File: config.mk
export PLATFORM = sky130hd
export DESIGN_NAME = ifm_pingpong_ctrl
export DESIGN_NICKNAME = d
export VERILOG_FILES = /design/src/rtl/ifm_pingpong_ctrl.sv
export SDC_FILE = /design/constraint.sdc
export NUM_CORES = 1
export LEC_CHECK = 0
export ABC_AREA = 1
export CAP_MARGIN = 10
export CORE_AREA = 10 10 47 49
export CTS_CLUSTER_DIAMETER = 120
export DETAILED_ROUTE_END_ITERATION = 12
export DIE_AREA = 0 0 57 59
export GPL_TIMING_DRIVEN = 0
export HOLD_SLACK_MARGIN = 0.08
export PLACE_DENSITY = 0.52
export REMOVE_ABC_BUFFERS = 1
export SLEW_MARGIN = 20
export SYNTH_ARGS = -nofsm -noshare
export SYNTH_HDL_FRONTEND = slang
export SYNTH_SLANG_ARGS = --single-unit
File: constraint.sdc
create_clock -name clk -period 2.45 [get_ports clk]
set_input_delay 0.3675 -clock clk [delete_from_list [all_inputs] [get_ports clk]]
set_output_delay 0.3675 -clock clk [all_outputs]
set_load 0.005 [all_outputs]
File: src/rtl/ifm_pingpong_ctrl.sv
// ifm_pingpong_ctrl: ping-pong controller for a two-bank input feature map buffer.
// The producer fills one bank while the consumer reads the other
// NUMBER_OF_PASSES times, once per filter group.
// Optional feature: define IFM_PP_STALL_CNT_EN to add the saturating stall_count
// output, which counts the cycles in which the producer is blocked.
module ifm_pingpong_ctrl #(
  parameter int unsigned NUMBER_OF_PASSES = 2,
  parameter int unsigned STALL_CNT_WIDTH  = 16
) (
  input  logic                                clk,
  input  logic                                reset,
  input  logic                                start_from_previous,
  output logic                                end_to_previous,
  output logic                                wr_bank_sel,
  output logic                                start_to_next,
  input  logic                                end_from_next,
  output logic                                rd_bank_sel,
  output logic [$clog2(NUMBER_OF_PASSES)-1:0] pass_index,
  output logic [1:0]                          bank_full,
`ifdef IFM_PP_STALL_CNT_EN
  output logic [STALL_CNT_WIDTH-1:0]          stall_count,
`endif
  output logic                                overflow_err
);

  localparam int unsigned PIW = $clog2(NUMBER_OF_PASSES);
  localparam logic [PIW-1:0] LAST_PASS = PIW'(NUMBER_OF_PASSES - 1);

  localparam logic [1:0] RD_IDLE  = 2'b00;
  localparam logic [1:0] RD_START = 2'b01;
  localparam logic [1:0] RD_BUSY  = 2'b10;

  logic [1:0]     state_q, state_d;
  logic [1:0]     bank_full_q, bank_full_d;
  logic           wr_bank_q, wr_bank_d;
  logic           rd_bank_q, rd_bank_d;
  logic [PIW-1:0] pass_q, pass_d;
  logic           ovf_q, ovf_d;

  logic           wr_ready;
  logic           accept;
  logic           release_bank;

  assign wr_ready     = ~bank_full_q[wr_bank_q];
  assign accept       = start_from_previous & wr_ready;
  assign release_bank = (state_q == RD_BUSY) & end_from_next & (pass_q == LAST_PASS);

  assign end_to_previous = wr_ready;
  assign wr_bank_sel     = wr_bank_q;
  assign rd_bank_sel     = rd_bank_q;
  assign pass_index      = pass_q;
  assign bank_full       = bank_full_q;
  assign start_to_next   = (state_q == RD_START);
  assign overflow_err    = ovf_q;

  // Next-state logic: write pointer, bank flags, read FSM and sticky error.
  // A release and an acceptance in the same cycle always touch different banks,
  // so both flag updates are applied independently.
  always_comb begin
    state_d     = state_q;
    bank_full_d = bank_full_q;
    wr_bank_d   = wr_bank_q;
    rd_bank_d   = rd_bank_q;
    pass_d      = pass_q;
    ovf_d       = ovf_q;

    if (accept) begin
      bank_full_d[wr_bank_q] = 1'b1;
      wr_bank_d              = ~wr_bank_q;
    end else if (start_from_previous) begin
      ovf_d = 1'b1;
    end

    case (state_q)
      RD_IDLE: begin
        if (bank_full_q[rd_bank_q]) state_d = RD_START;
      end
      RD_START: begin
        state_d = RD_BUSY;
      end
      RD_BUSY: begin
        if (end_from_next) begin
          if (release_bank) begin
            bank_full_d[rd_bank_q] = 1'b0;
            rd_bank_d              = ~rd_bank_q;
            pass_d                 = '0;
            state_d                = RD_IDLE;
          end else begin
            pass_d  = pass_q + 1'b1;
            state_d = RD_START;
          end
        end
      end
      default: begin
        state_d = RD_IDLE;
      end
    endcase

    if (end_from_next && (state_q != RD_BUSY)) ovf_d = 1'b1;
  end

  // Registered state with synchronous reset.
  always_ff @(posedge clk) begin
    if (reset) begin
      state_q     <= RD_IDLE;
      bank_full_q <= '0;
      wr_bank_q   <= 1'b0;
      rd_bank_q   <= 1'b0;
      pass_q      <= '0;
      ovf_q       <= 1'b0;
    end else begin
      state_q     <= state_d;
      bank_full_q <= bank_full_d;
      wr_bank_q   <= wr_bank_d;
      rd_bank_q   <= rd_bank_d;
      pass_q      <= pass_d;
      ovf_q       <= ovf_d;
    end
  end

`ifdef IFM_PP_STALL_CNT_EN
  logic [STALL_CNT_WIDTH-1:0] stall_q, stall_d;

  assign stall_count = stall_q;

  // Count producer-blocked cycles, holding at all-ones.
  always_comb begin
    stall_d = stall_q;
    if (!wr_ready && (stall_q != '1)) stall_d = stall_q + 1'b1;
  end

  // Stall counter register.
  always_ff @(posedge clk) begin
    if (reset) stall_q <= '0;
    else       stall_q <= stall_d;
  end
`endif

endmodule

==> impl_metrics.py <==
metrics = {
    "floorplan": {
        "die_w_microns": 57,
        "ios": 12,
        "die_area_sq_um": 3360,
        "initial_core_util": 0.259,
        "die_h_microns": 59,
        "core_sq_um": 1400,
        "std_cell_rows": 14,
    },
    "sta": {
        "hold_violations": 0,
        "drv_slew": 0,
        "finalClockSkew_ns": 0.00142,
        "tns_ns": 0,
        "slew_headroom": 0.865,
        "tightest_slew_ns": 0.202,
        "fin_crit_ns": 1.66,
        "min_period_over_period": 0.678,
        "fmax_mhz": 602,
        "rsz0062_at_grt": "false",
        "setup_viol": 0,
    },
    "routing": {
        "dr_wl_met2_microns": 367,
        "routedWlPerCell_microns": 9.87,
        "wl_met1_microns": 351,
        "drt.antenna.violating_nets": 0,
        "wl_met3_microns": 69,
        "avgViaCountPerCell": 4.35,
        "drtIter0Drc": 8,
        "wl_microns": 819,
        "drc": 0,
        "vias": 361,
        "top_layer_used": "met4",
        "dr.pass1.iters": 4,
    },
    "global_routing": {
        "grt_remaining_overflow": 0,
        "antenna_found_initial": 0,
        "grt_pass1_vias": 345,
        "grtUsageTotal": 0.0558,
        "grt_max_degree": 6,
        "grt_pass1_wl_microns": 1440,
    },
    "placed_design": {
        "routabilityCongestion": 0.815,
        "dp_cells": 80,
        "portBuffers": 11,
        "dpl.hpwl_microns": 666,
    },
    "synth": {
        "ys_seq_elements": 8,
        "avgSynthCellArea_sq_um": 6.85,
        "synth_common_cells": "nand2_1 (16), inv_1 (10), dfxtp_1 (8), nor2_1 (5)",
        "synth-edff-count": 0,
        "synth_top_area_share": 0.441,
        "yosysTopAreaCell": "dfxtp_1",
        "synth.cell_area_sq_um": 363,
        "synthDistinctLibCells": 11,
        "synth_warnings": 0,
        "ys.flop_type": "dfxtp_1",
        "synth.most_common_cell": "nand2_1",
        "synth_cells": 53,
        "async_flop_share": 0,
        "synth_area_leaders": "dfxtp_1 (44%), nand2_1 (17%), inv_1 (10%)",
        "synth-seq-area-share": 0.441,
    },
    "critical_path": {
        "critPathCaptureType": "output pin",
        "path_class": "reg -> out",
        "start_kind": "flop",
        "cp.required_ns": 2.08,
        "cp_max_fo": 3,
        "cp.arrival_ns": 1.29,
    },
    "status": {
        "status": "completed",
    },
    "clock_tree": {
        "root_buffer": "clkbuf_4",
        "clk_pin_slew_ns": 0.06,
        "ctsHtreeMaxLevel": 1,
        "hold_buffers": 0,
        "clk_latency_ns": 0.25,
        "clkSinkCount": 8,
        "cts_buffers": 3,
        "cts_tree": "yes",
        "clockBufferDepth": 2,
        "cts_resized": 0,
        "postCtsSetupBuffers": 0,
    },
    "finish": {
        "drive_gt1_frac": 0.119,
        "final_cell_count_no_fill": 83,
        "fin_nets": 73,
        "diodes": 0,
        "syn_to_final_growth_pct": 42.1,
    },
    "worst_hold_path": {
        "hold_class": "reg -> reg",
    },
    "power_and_ir_drop": {
        "power.leakage_nw": 0.236,
        "vdd_drop_max_mv": 0.225,
        "power_density_nw_per_um2": 603,
    },
    "flow_run": {
        "maxCapViolations": 0,
    },
}
==> worst max-delay path, stage by stage, from the launching register on <==
cell and delay [ns]:
dfxtp_1 0.34, inv_2 0.08, nand2_1 0.08, inv_1 0.06, clkdlybuf4s50_1 0.49
==> worst paths after layout <==
check,start,end,slack [ns],cells past startpoint
max reg2reg,state_q[1]$_SDFFE_PP0P_,bank_full[1]$_SDFF_PP0_,1.55,5
min reg2reg,pass_index$_SDFFE_PP0N_,pass_index$_SDFFE_PP0N_,0.50,2
max,state_q[1]$_SDFFE_PP0P_,start_to_next,0.79,4
min,pass_index$_SDFFE_PP0N_,pass_index$_SDFFE_PP0N_,0.50,2
==> where the power goes <==
part / switching, mW / leakage [nW] / internal [mW] / total [mW]
registers: 0.00798 / 0.0657 / 0.140 / 0.148
logic: 0.0273 / 0.156 / 0.0331 / 0.0603
clock network: 0.0469 / 0.0138 / 0.0562 / 0.103
==> sequential cells by signal, summed over array words and instances (netlist names) <==
| name | cells |
|---|---|
| wr_bank_sel | 1 |
| rd_bank_sel | 1 |
| pass_index | 1 |
| state_q | 2 |
| overflow_err | 1 |
| bank_full | 2 |
==> metrics by stage <==
stage / util / hold WS, ns / cell area (sq um) / setup slack [ns] / total power, mW
detailed placement: 0.352 / 0.492 / 493 / 1.06 / 0.212
CTS: 0.368 / 0.502 / 515 / 0.773 / 0.316
floorplan: - / 0.430 / 363 / 1.53 / 0.178
global placement: 0.352 / 0.488 / 493 / 1.05 / 0.212
global route: 0.368 / 0.526 / 515 / 0.692 / 0.334
finish: 0.368 / 0.496 / 515 / 0.789 / 0.311
==> cell families after synthesis <==
logic type | synth area share
compound gates | 0.103
buf+inv | 0.114
flops | 0.441
simple gates | 0.341
==> final cells by class <==
cell class / instances / area (sq um)
Inverter: 11 / 41.3
Sequential cell: 8 / 160
Timing Repair Buffer: 11 / 110
Tap cell: 16 / 20.0
Fill cell: 158 / 886
Clock buffer: 3 / 22.5
Multi-Input combinational cell: 34 / 161
==> cell usage in the layout, fill, tap and decap left out <==
master           netlist  final
clkdlybuf4s50_1        0     11
inv_1                 10     10
dfxtp_1                8      8
nand2_1               16     16
nand4_2                1      1
a21oi_1                4      4
nand4_1                1      1
clkbuf_4               0      3
inv_2                  1      1
nor2_2                 1      1
a21oi_2                2      2
nand3_1                4      4
nor2_1                 5      5
==> routing by layer <==
metal  up-vias  track usage
met4         0       0.0503
met2         8       0.0853
met1       156       0.0499
met5         -            0
li1        192            -
met3         5       0.0365
(Power assumes the default switching activity.)
